<file path="src/rtl/lcd_ctrl.sv">
// ============================================================================
// Module   : lcd_ctrl
// Brief    : Write-only HD44780 character LCD controller. Runs the power-up
//            wait and the 4-command init sequence, then accepts command/data
//            write requests and sequences RS/DATA setup, the EN pulse, hold and
//            the post-write execution wait.
// Options  : LCD_CTRL_FIFO_EN - adds a 4-entry request FIFO in front of the FSM
// Revision : 1.0 - initial release
// ============================================================================
`default_nettype none

module lcd_ctrl #(
    parameter int PWRUP_CYC    = 750000,
    parameter int SETUP_CYC    = 4,
    parameter int EN_CYC       = 25,
    parameter int CMD_WAIT_CYC = 2500,
    parameter int CLR_WAIT_CYC = 82000
) (
    input  logic       i_clk,
    input  logic       i_rst_n,
    input  logic       i_req_vld,
    output logic       o_req_rdy,
    input  logic       i_req_rs,
    input  logic [7:0] i_req_data,
    output logic       o_busy,
    output logic       o_init_done,
    output logic [7:0] o_lcd_data,
    output logic       o_lcd_rw,
    output logic       o_lcd_rs,
    output logic       o_lcd_en,
    output logic       o_lcd_on
);

    // One shared counter, wide enough for the longest interval.
    localparam int c_max_0 = (PWRUP_CYC > SETUP_CYC) ? PWRUP_CYC : SETUP_CYC;
    localparam int c_max_1 = (c_max_0 > EN_CYC) ? c_max_0 : EN_CYC;
    localparam int c_max_2 = (c_max_1 > CMD_WAIT_CYC) ? c_max_1 : CMD_WAIT_CYC;
    localparam int c_max   = (c_max_2 > CLR_WAIT_CYC) ? c_max_2 : CLR_WAIT_CYC;
    localparam int CNT_W   = $clog2(c_max + 1);

    // The reset cycle is count 0 of power-up, so PWRUP ends once PWRUP_CYC
    // non-reset cycles have elapsed; every other state ends at duration-1.
    localparam logic [CNT_W-1:0] c_pwrup_end = CNT_W'(PWRUP_CYC);
    localparam logic [CNT_W-1:0] c_setup_end = CNT_W'(SETUP_CYC - 1);
    localparam logic [CNT_W-1:0] c_en_end    = CNT_W'(EN_CYC - 1);
    localparam logic [CNT_W-1:0] c_cmd_end   = CNT_W'(CMD_WAIT_CYC - 1);
    localparam logic [CNT_W-1:0] c_clr_end   = CNT_W'(CLR_WAIT_CYC - 1);

    typedef enum logic [2:0] {
        ST_PWRUP = 3'd0,
        ST_IDLE  = 3'd1,
        ST_SETUP = 3'd2,
        ST_PULSE = 3'd3,
        ST_HOLD  = 3'd4,
        ST_WAIT  = 3'd5
    } state_t;

    state_t           state_q, state_d;
    logic [CNT_W-1:0] cnt_q,   cnt_d;
    logic [1:0]       idx_q,   idx_d;
    logic             done_q,  done_d;
    logic             busy_q,  busy_d;
    logic             en_q,    en_d;
    logic             rs_q,    rs_d;
    logic [7:0]       data_q,  data_d;
    logic             on_q,    on_d;

    logic             w_pending;
    logic             w_req_rs;
    logic [7:0]       w_req_data;
    logic             w_long_wait;

    // Init command table: function set 8-bit/2-line, display on, clear, entry mode.
    function automatic logic [7:0] init_cmd(input logic [1:0] idx);
        case (idx)
            2'd0:    init_cmd = 8'h38;
            2'd1:    init_cmd = 8'h0C;
            2'd2:    init_cmd = 8'h01;
            default: init_cmd = 8'h06;
        endcase
    endfunction

`ifdef LCD_CTRL_FIFO_EN
    logic [3:0][8:0] mem_q,   mem_d;
    logic [1:0]      f_wr_q,  f_wr_d;
    logic [1:0]      f_rd_q,  f_rd_d;
    logic [2:0]      f_cnt_q, f_cnt_d;
    logic            w_push;
    logic            w_pop;
    logic            w_full;

    assign w_full     = (f_cnt_q == 3'd4);
    assign w_pending  = (f_cnt_q != 3'd0);
    assign w_pop      = (state_q == ST_IDLE) && w_pending;
    // A pop in the same cycle frees a slot, so a full FIFO still accepts.
    assign o_req_rdy  = done_q && (!w_full || w_pop);
    assign w_push     = i_req_vld && o_req_rdy;
    assign w_req_rs   = mem_q[f_rd_q][8];
    assign w_req_data = mem_q[f_rd_q][7:0];

    // FIFO next-state: write at the tail on push, advance the head on pop.
    always_comb begin
        mem_d   = mem_q;
        f_wr_d  = f_wr_q;
        f_rd_d  = f_rd_q;
        f_cnt_d = f_cnt_q;
        if (w_push) begin
            mem_d[f_wr_q] = {i_req_rs, i_req_data};
            f_wr_d        = f_wr_q + 2'd1;
        end
        if (w_pop) begin
            f_rd_d = f_rd_q + 2'd1;
        end
        case ({w_push, w_pop})
            2'b10:   f_cnt_d = f_cnt_q + 3'd1;
            2'b01:   f_cnt_d = f_cnt_q - 3'd1;
            default: f_cnt_d = f_cnt_q;
        endcase
    end

    // FIFO registers; reset discards anything queued.
    always_ff @(posedge i_clk) begin
        if (!i_rst_n) begin
            mem_q   <= '0;
            f_wr_q  <= 2'd0;
            f_rd_q  <= 2'd0;
            f_cnt_q <= 3'd0;
        end else begin
            mem_q   <= mem_d;
            f_wr_q  <= f_wr_d;
            f_rd_q  <= f_rd_d;
            f_cnt_q <= f_cnt_d;
        end
    end
`else
    // Without a FIFO the requester holds the request until IDLE takes it.
    assign o_req_rdy  = done_q && (state_q == ST_IDLE);
    assign w_pending  = i_req_vld;
    assign w_req_rs   = i_req_rs;
    assign w_req_data = i_req_data;
`endif

    // Clear and return-home need the long execution wait.
    assign w_long_wait = !rs_q && ((data_q == 8'h01) || (data_q == 8'h02) ||
                                   (data_q == 8'h03));

    // FSM next-state, counter and registered pin values.
    always_comb begin
        state_d = state_q;
        cnt_d   = cnt_q + CNT_W'(1);
        idx_d   = idx_q;
        done_d  = done_q;
        rs_d    = rs_q;
        data_d  = data_q;
        case (state_q)
            ST_PWRUP: begin
                if (cnt_q == c_pwrup_end) begin
                    state_d = ST_SETUP;
                    cnt_d   = '0;
                    idx_d   = 2'd0;
                    rs_d    = 1'b0;
                    data_d  = init_cmd(2'd0);
                end
            end
            ST_IDLE: begin
                cnt_d = '0;
                if (w_pending) begin
                    state_d = ST_SETUP;
                    rs_d    = w_req_rs;
                    data_d  = w_req_data;
                end
            end
            ST_SETUP: begin
                if (cnt_q == c_setup_end) begin
                    state_d = ST_PULSE;
                    cnt_d   = '0;
                end
            end
            ST_PULSE: begin
                if (cnt_q == c_en_end) begin
                    state_d = ST_HOLD;
                    cnt_d   = '0;
                end
            end
            ST_HOLD: begin
                state_d = ST_WAIT;
                cnt_d   = '0;
            end
            ST_WAIT: begin
                if (cnt_q == (w_long_wait ? c_clr_end : c_cmd_end)) begin
                    cnt_d = '0;
                    if (done_q) begin
                        state_d = ST_IDLE;
                    end else if (idx_q == 2'd3) begin
                        state_d = ST_IDLE;
                        done_d  = 1'b1;
                    end else begin
                        state_d = ST_SETUP;
                        idx_d   = idx_q + 2'd1;
                        rs_d    = 1'b0;
                        data_d  = init_cmd(idx_q + 2'd1);
                    end
                end
            end
            default: begin
                state_d = ST_PWRUP;
                cnt_d   = '0;
            end
        endcase
        en_d   = (state_d == ST_PULSE);
        busy_d = (state_d != ST_IDLE);
        on_d   = 1'b1;
    end

    // State and output registers; reset forces every pin low and restarts power-up.
    always_ff @(posedge i_clk) begin
        if (!i_rst_n) begin
            state_q <= ST_PWRUP;
            cnt_q   <= '0;
            idx_q   <= 2'd0;
            done_q  <= 1'b0;
            busy_q  <= 1'b0;
            en_q    <= 1'b0;
            rs_q    <= 1'b0;
            data_q  <= 8'h00;
            on_q    <= 1'b0;
        end else begin
            state_q <= state_d;
            cnt_q   <= cnt_d;
            idx_q   <= idx_d;
            done_q  <= done_d;
            busy_q  <= busy_d;
            en_q    <= en_d;
            rs_q    <= rs_d;
            data_q  <= data_d;
            on_q    <= on_d;
        end
    end

    assign o_busy      = busy_q;
    assign o_init_done = done_q;
    assign o_lcd_data  = data_q;
    assign o_lcd_rw    = 1'b0;
    assign o_lcd_rs    = rs_q;
    assign o_lcd_en    = en_q;
    assign o_lcd_on    = on_q;

endmodule

`default_nettype wire

</file>
<file path="config.mk">
export PLATFORM = sky130hd
export DESIGN_NAME = lcd_ctrl
export DESIGN_NICKNAME = d
export VERILOG_FILES = /design/src/rtl/lcd_ctrl.sv
export SDC_FILE = /design/constraint.sdc
export NUM_CORES = 1
export LEC_CHECK = 0
export BUFFER_PORTS_ARGS = -buffer_cell sky130_fd_sc_hd__buf_2
export CAP_MARGIN = 20
export CORE_MARGIN = 5
export CORE_UTILIZATION = 50
export CTS_CLUSTER_SIZE = 30
export DETAILED_ROUTE_END_ITERATION = 6
export PLACE_DENSITY = 0.69
export SLEW_MARGIN = 0
export SYNTH_ARGS = -nofsm -noshare
export SYNTH_HDL_FRONTEND = slang
export SYNTH_SLANG_ARGS = --single-unit
</file>
<file path="constraint.sdc">
create_clock -name i_clk -period 4.8 [get_ports i_clk]
set_input_delay 0.72 -clock i_clk [delete_from_list [all_inputs] [get_ports i_clk]]
set_output_delay 0.72 -clock i_clk [all_outputs]
set_load 0.05 [all_outputs]
</file>
==> impl_metrics.json, run 1 <==
{
  "outcome": "completed",
  "required_ps": 4970,
  "cts_tree": "built",
  "fillers": 376,
  "ys.flop_type": "dfxtp_1",
  "rsz0062_at_grt": "no",
  "grt_pass1_wl_microns": 8231,
  "grt_pass1_vias": 1762,
  "ff_latch_area_sq_um": 760.7,
  "finClkSkew_ps": 7.462,
  "cts_repair_resize_count": 0,
  "dieWidth_microns": 74.88,
  "ys_ff_latch": 38,
  "port_buffers": 25,
  "grt_max_degree": 21,
  "gp_congestion": 0.8259,
  "instances_no_fill": 328,
  "layout_setup_ws_ps": 2223,
  "swShare": 0.1931,
  "cts_buffer_depth": 2,
  "final_max_slew_viol_count": 0,
  "initial_core_util": 0.5224,
  "synth-seq-area-share": 0.3615,
  "critPathSlowestCell": "dfxtp_1",
  "critPathMaxFanout": 20,
  "syn_area_per_cell_sq_um": 8.286,
  "synth_edf_count": 0,
  "finish.utilization": 0.5941,
  "drtAntennaViolNets": 0,
  "synth_top_area_cell": "dfxtp_1",
  "viasPerCell": 5.634,
  "multi_input_area_sq_um": 1257,
  "rows": 23,
  "async_flop_share": 0,
  "clk_pin_slew_ps": 80,
  "cpMostUsedCell": "a21oi_1",
  "grt_use_total": 0.1902,
  "ir_drop_v": 0.0001898,
  "clockPowerShare": 0.489,
  "hold_viol": 0,
  "first_pass_iters": 4,
  "fin_crit_sh": 0.5369,
  "critPathMaxStageDelay_ps": 760,
  "vias": 1848,
  "placed_area_sq_um": 2251,
  "dp_cells": 320,
  "drc": 0,
  "cp_cell_sequence": "inv_1 > a21oi_1 > a2bb2oi_1 > nor3_1 > nand2_1 > a21oi_1",
  "hpwl_microns": 3417,
  "netlist_area_sq_um": 2105,
  "fmax_ghz": 0.3880,
  "fin_crit_ps": 2577,
  "comb_power_share": 0.040,
  "syn_inst": 254,
  "totalWireLength_microns": 4694,
  "yosys_warnings": 0,
  "internal_power_uw": 550.1,
  "cts_setup_buffers": 0,
  "setup_tns_ps": 0,
  "power_density_nw_per_um2": 284.8,
  "setup_viol": 0,
  "fin_nets": 295,
  "synth_area_leaders": "dfxtp_1, nor2_1, xnor2_1",
  "cts_root_buf": "clkbuf_8",
  "cap_violations": 0,
  "synth_top_area_share": 0.3615,
  "diodes": 0,
  "hold_buffers": 0,
  "min-delay-path-class": "reg2reg",
  "leakagePower_uw": 0.0009257,
  "dp_slack_ps": 2288,
  "pwr-share-seq": 0.471,
  "gr-total-overflow": 0,
  "clkLatencyLatePin_ps": 290,
  "synth_fp_nets": 272,
  "grt_antenna_before_repair": 0,
  "critPathLaunchType": "flop",
  "cp-end-kind": "flop",
  "coreArea_sq_um": 4029,
  "worst_pin_slew_ps": 924.0,
  "post_drt_wl_per_cell_microns": 14.31,
  "crit_arrival_ps": 2740,
  "area_delta_synth_final_pct": 13.73,
  "critPathKind": "reg2reg",
  "dieArea_sq_um": 5606,
  "io_pins": 27,
  "first_iter_violations": 79,
  "power_switching_uw": 131.6,
  "clock-sinks": 38,
  "cts_buffers": 5,
  "drive_above_1_share": 0.1799,
  "die_y_microns": 74.88,
  "slew_headroom": 0.3816,
  "design_area_sq_um": 2394,
  "synth_cell_types": 52,
  "cts.htree.levels": 2
}
[sequential cells by signal (all words and copies together), names as in the netlist]
| name | count |
|---|---|
| cnt_q | 20 |
| o_lcd_data | 8 |
| state_q | 3 |
| idx_q | 2 |
| o_busy | 1 |
| o_init_done | 1 |
| o_lcd_en | 1 |
| o_lcd_on | 1 |
| o_lcd_rs | 1 |
[power groups by stage]
| stage | clock (uW) | combinational [uW] | sequential, uW |
|---|---|---|---|
| after floorplan | 0 | 16.5 | 331 |
| after global placement | 0 | 27.6 | 328 |
| after detailed placement | 0 | 27.8 | 328 |
| after CTS | 339 | 27.9 | 321 |
| after global routing | 359 | 30.9 | 321 |
| final | 333 | 27.5 | 321 |
[worst paths after layout]
path,startpoint,to,slack (ps),cells past startpoint
worst max-delay path,state_q[2],o_lcd_data[7],2220,6
worst min-delay path,cnt_q[0],cnt_q[0],480,1
worst max register to register,state_q[2],o_lcd_data[7],2220,6
worst min register to register,cnt_q[0],cnt_q[0],480,1
[area by class of cell]
class / instances / share of cell area
multi-input cells: 195 / 0.5254
flip-flops and latches: 38 / 0.3178
repair buffers: 25 / 0.05227
clock buffers: 6 / 0.03450
well taps: 50 / 0.02614
clock inverters: 2 / 0.02509
inverters: 12 / 0.01882
[kinds of logic after synthesis]
logic type / share of synthesized area
AND/OR/NAND/NOR: 0.2901
AO/OA/AOI/OAI: 0.1576
flip-flops: 0.3615
buffers and inverters: 0.04102
XOR/XNOR: 0.07491
multiplexers: 0.03745
adder cells (fa/ha/maj): 0.03567
other: 0.001782
[critical path: cells and delay by family, from the launching register on]
family          cells  cell delay, ps
buf+inv             1             300
simple gates        2             330
flops               1             760
compound gates      3            1070
[routing by layer]
metal  track usage  part of all wire
met3       0.05207             0.037
met5             0                 0
met1        0.2447              0.48
met4       0.07905             0.016
met2        0.2998              0.47
[cells in the final DEF, fill, tap and decap left out, drive strengths merged, types with 3 or more instances in the layout]
master and count:
mux2 4, xor2 8, a21oi 18, xnor2 10, nand3 7, inv 12
nand2 17, nor2 36, dfxtp 38, nor2b 4, ha 6, o21ai 18
clkbuf 6, buf 25, a31oi 4, nor4 6, or2 3, nor3 10
or4 4, and3 6, nand4 6, mux2i 3
[cells in the mapped netlist (4+ instances only)]
master    instances
ha_1              6
nor2_1           35
a31oi_1           4
nor3_1            8
nand2_1          17
o21ai_0          16
clkbuf_1          7
xnor2_1          10
and3_1            6
nand3_1           6
nor4_1            5
nand4_1           6
inv_1            12
nor2b_1           4
xor2_1            8
dfxtp_1          38
a21oi_1          17
mux2_2            4
[metrics by stage]
step,hold slack [ps],power (uW)
after floorplan,429.9,347.5
after detailed placement,461.6,356.1
after global placement,443.5,355.8
after global routing,500.2,710.7
final,476.2,681.7
after CTS,479.9,688.2
Power figures use the tool's default switching activity.
==> run 2: changes to the inputs <==
PLACE_DENSITY = 0.72   (was 0.69)
clock period = 2.2 ns   (was 4.8 ns; I/O delays follow)
==> impl_metrics.json, run 2 (synthesis gave the netlist of run 1 again) <==
{
  "gr-total-overflow": 0,
  "top_register": "cnt_q",
  "first_pass_iters": 4,
  "clk_pin_slew_ps": 70,
  "cts_tree": "built",
  "dieArea_sq_um": 5606,
  "first_iter_violations": 99,
  "outcome": "finished, violations left",
  "setup_tns_ps": -81.55,
  "ir_drop_v": 0.0003478,
  "area_delta_synth_final_pct": 39.06,
  "leakagePower_uw": 0.001190,
  "drive_above_1_share": 0.3908,
  "gp_congestion": 0.8818,
  "final_common_cell": "buf_4",
  "setup_viol": 4,
  "worst_pin_slew_ps": 508.9,
  "comb_power_share": 0.070,
  "fin_nets": 342,
  "cts_root_buf": "clkbuf_8",
  "swShare": 0.2027,
  "port_buffers": 25,
  "fillers": 302,
  "use_met3": 0.04539,
  "total_power_uw": 1506,
  "final_cell_mix": "buf_4, nor2_1, dfxtp_1",
  "grt_pass1_wl_microns": 9108,
  "power_density_nw_per_um2": 514.8,
  "rsz0062_at_grt": "yes",
  "min-delay-path-class": "in2reg",
  "internal_power_uw": 1201,
  "diodes": 0,
  "dp_slack_ps": -107.5,
  "layout_setup_ws_ps": -48.89,
  "dieWidth_microns": 74.88,
  "hold_viol": 0,
  "critPathMaxFanout": 4,
  "rows": 23,
  "cts_buffers": 5,
  "fmax_ghz": 0.4447,
  "hold_buffers": 0,
  "clkLatencyLatePin_ps": 290,
  "grt_antenna_before_repair": 0,
  "die_y_microns": 74.88,
  "largest_reg_flops": 20,
  "crit_arrival_ps": 2430,
  "busiest_layer": "met2",
  "grt_use_met2": 0.3646,
  "final_max_slew_viol_count": 0,
  "use_met1": 0.2582,
  "clock-sinks": 38,
  "hpwl_microns": 3789,
  "vias": 2144,
  "finClkSkew_ps": 9.518,
  "clockPowerShare": 0.466,
  "viasPerCell": 5.717,
  "critPathLaunchType": "flop",
  "drtAntennaViolNets": 0,
  "coreArea_sq_um": 4029,
  "cts_buffer_depth": 2,
  "critPathKind": "reg2reg",
  "fin_crit_sh": 1.022,
  "violations": "setup timing",
  "cap_violations": 0,
  "grt_use_total": 0.2076,
  "whs_ps": 243.8,
  "totalWireLength_microns": 5711,
  "required_ps": 2380,
  "post_drt_wl_per_cell_microns": 15.23,
  "fin_crit_ps": 2249,
  "ff2ff_path_depth": 6,
  "grt_pass1_vias": 2058,
  "slew_headroom": 0.6576,
  "finish.utilization": 0.7264,
  "min_path_cells": 1,
  "cp-end-kind": "flop",
  "power_switching_uw": 305.4,
  "cts.htree.levels": 2,
  "drc": 0,
  "pwr-share-seq": 0.464,
  "io_pins": 27,
  "initial_core_util": 0.5224,
  "grt_max_degree": 17,
  "r2r_setup_slack_ps": -50
}
==> run 2: cell count changes in the layout (fill, tap and decap cells not counted), moves of 4 or more <==
cell / change
dfxtp_2: +6
o21ai_0: -8
a21oi_1: -5
buf_4: +43
a21oi_2: +5
dfxtp_1: -6
o21ai_1: +6
nor3_1: -4
==> run 2: per-layer routing <==
layer | routed length [microns] | vias up
met5 | 0 | -
met4 | 89 | 0
met3 | 291 | 11
met2 | 2969 | 70
met1 | 2361 | 1014
li1 | - | 1049
==> run 2: timing repair <==
action,CTS,global route
pin swaps,13,22
endpoints found under the setup margin,8,32
resized for setup,18,26
buffers inserted,10,4
==> run 2: power by group through the flow <==
stage	registers [uW]	logic (uW)	clock network, uW
after floorplan	722	36.0	0
after CTS	698	102	711
after global routing	699	114	748
after detailed placement	713	81.8	0
final	698	106	702
after global placement	713	81.0	0
==> run 2: path summary, 6_finish.rpt <==
path | start | end
worst max-delay path | cnt_q[10] | o_lcd_en
worst min-delay path | i_rst_n | o_lcd_on
worst max register to register | cnt_q[10] | o_lcd_en
worst min register to register | o_lcd_data[6] | o_lcd_data[6]
==> run 2: critical path: stages (launching register included) <==
cell	delay, ps
dfxtp_2	320
or4_4	600
or4_4	490
nor3_4	220
o22ai_2	110
a21oi_2	180
and4b_1	220
==> run 2: stage by stage <==
| step | cells | cell area [sq um] |
|---|---|---|
| after floorplan | 254 | 2107 |
| after global placement | 356 | 2536 |
| after detailed placement | 356 | 2536 |
| after CTS | 373 | 2824 |
| after global routing | 375 | 2927 |
| final | 375 | 2927 |
==> run 2: final cells by class <==
type	instances	area, sq um	area share
inverters	12	45.04	0.01539
clock inverters	3	68.82	0.02351
multi-input cells	195	1403	0.4793
repair buffers	72	510.5	0.1744
clock buffers	5	68.82	0.02351
flip-flops and latches	38	768.2	0.2625
well taps	50	62.56	0.02138
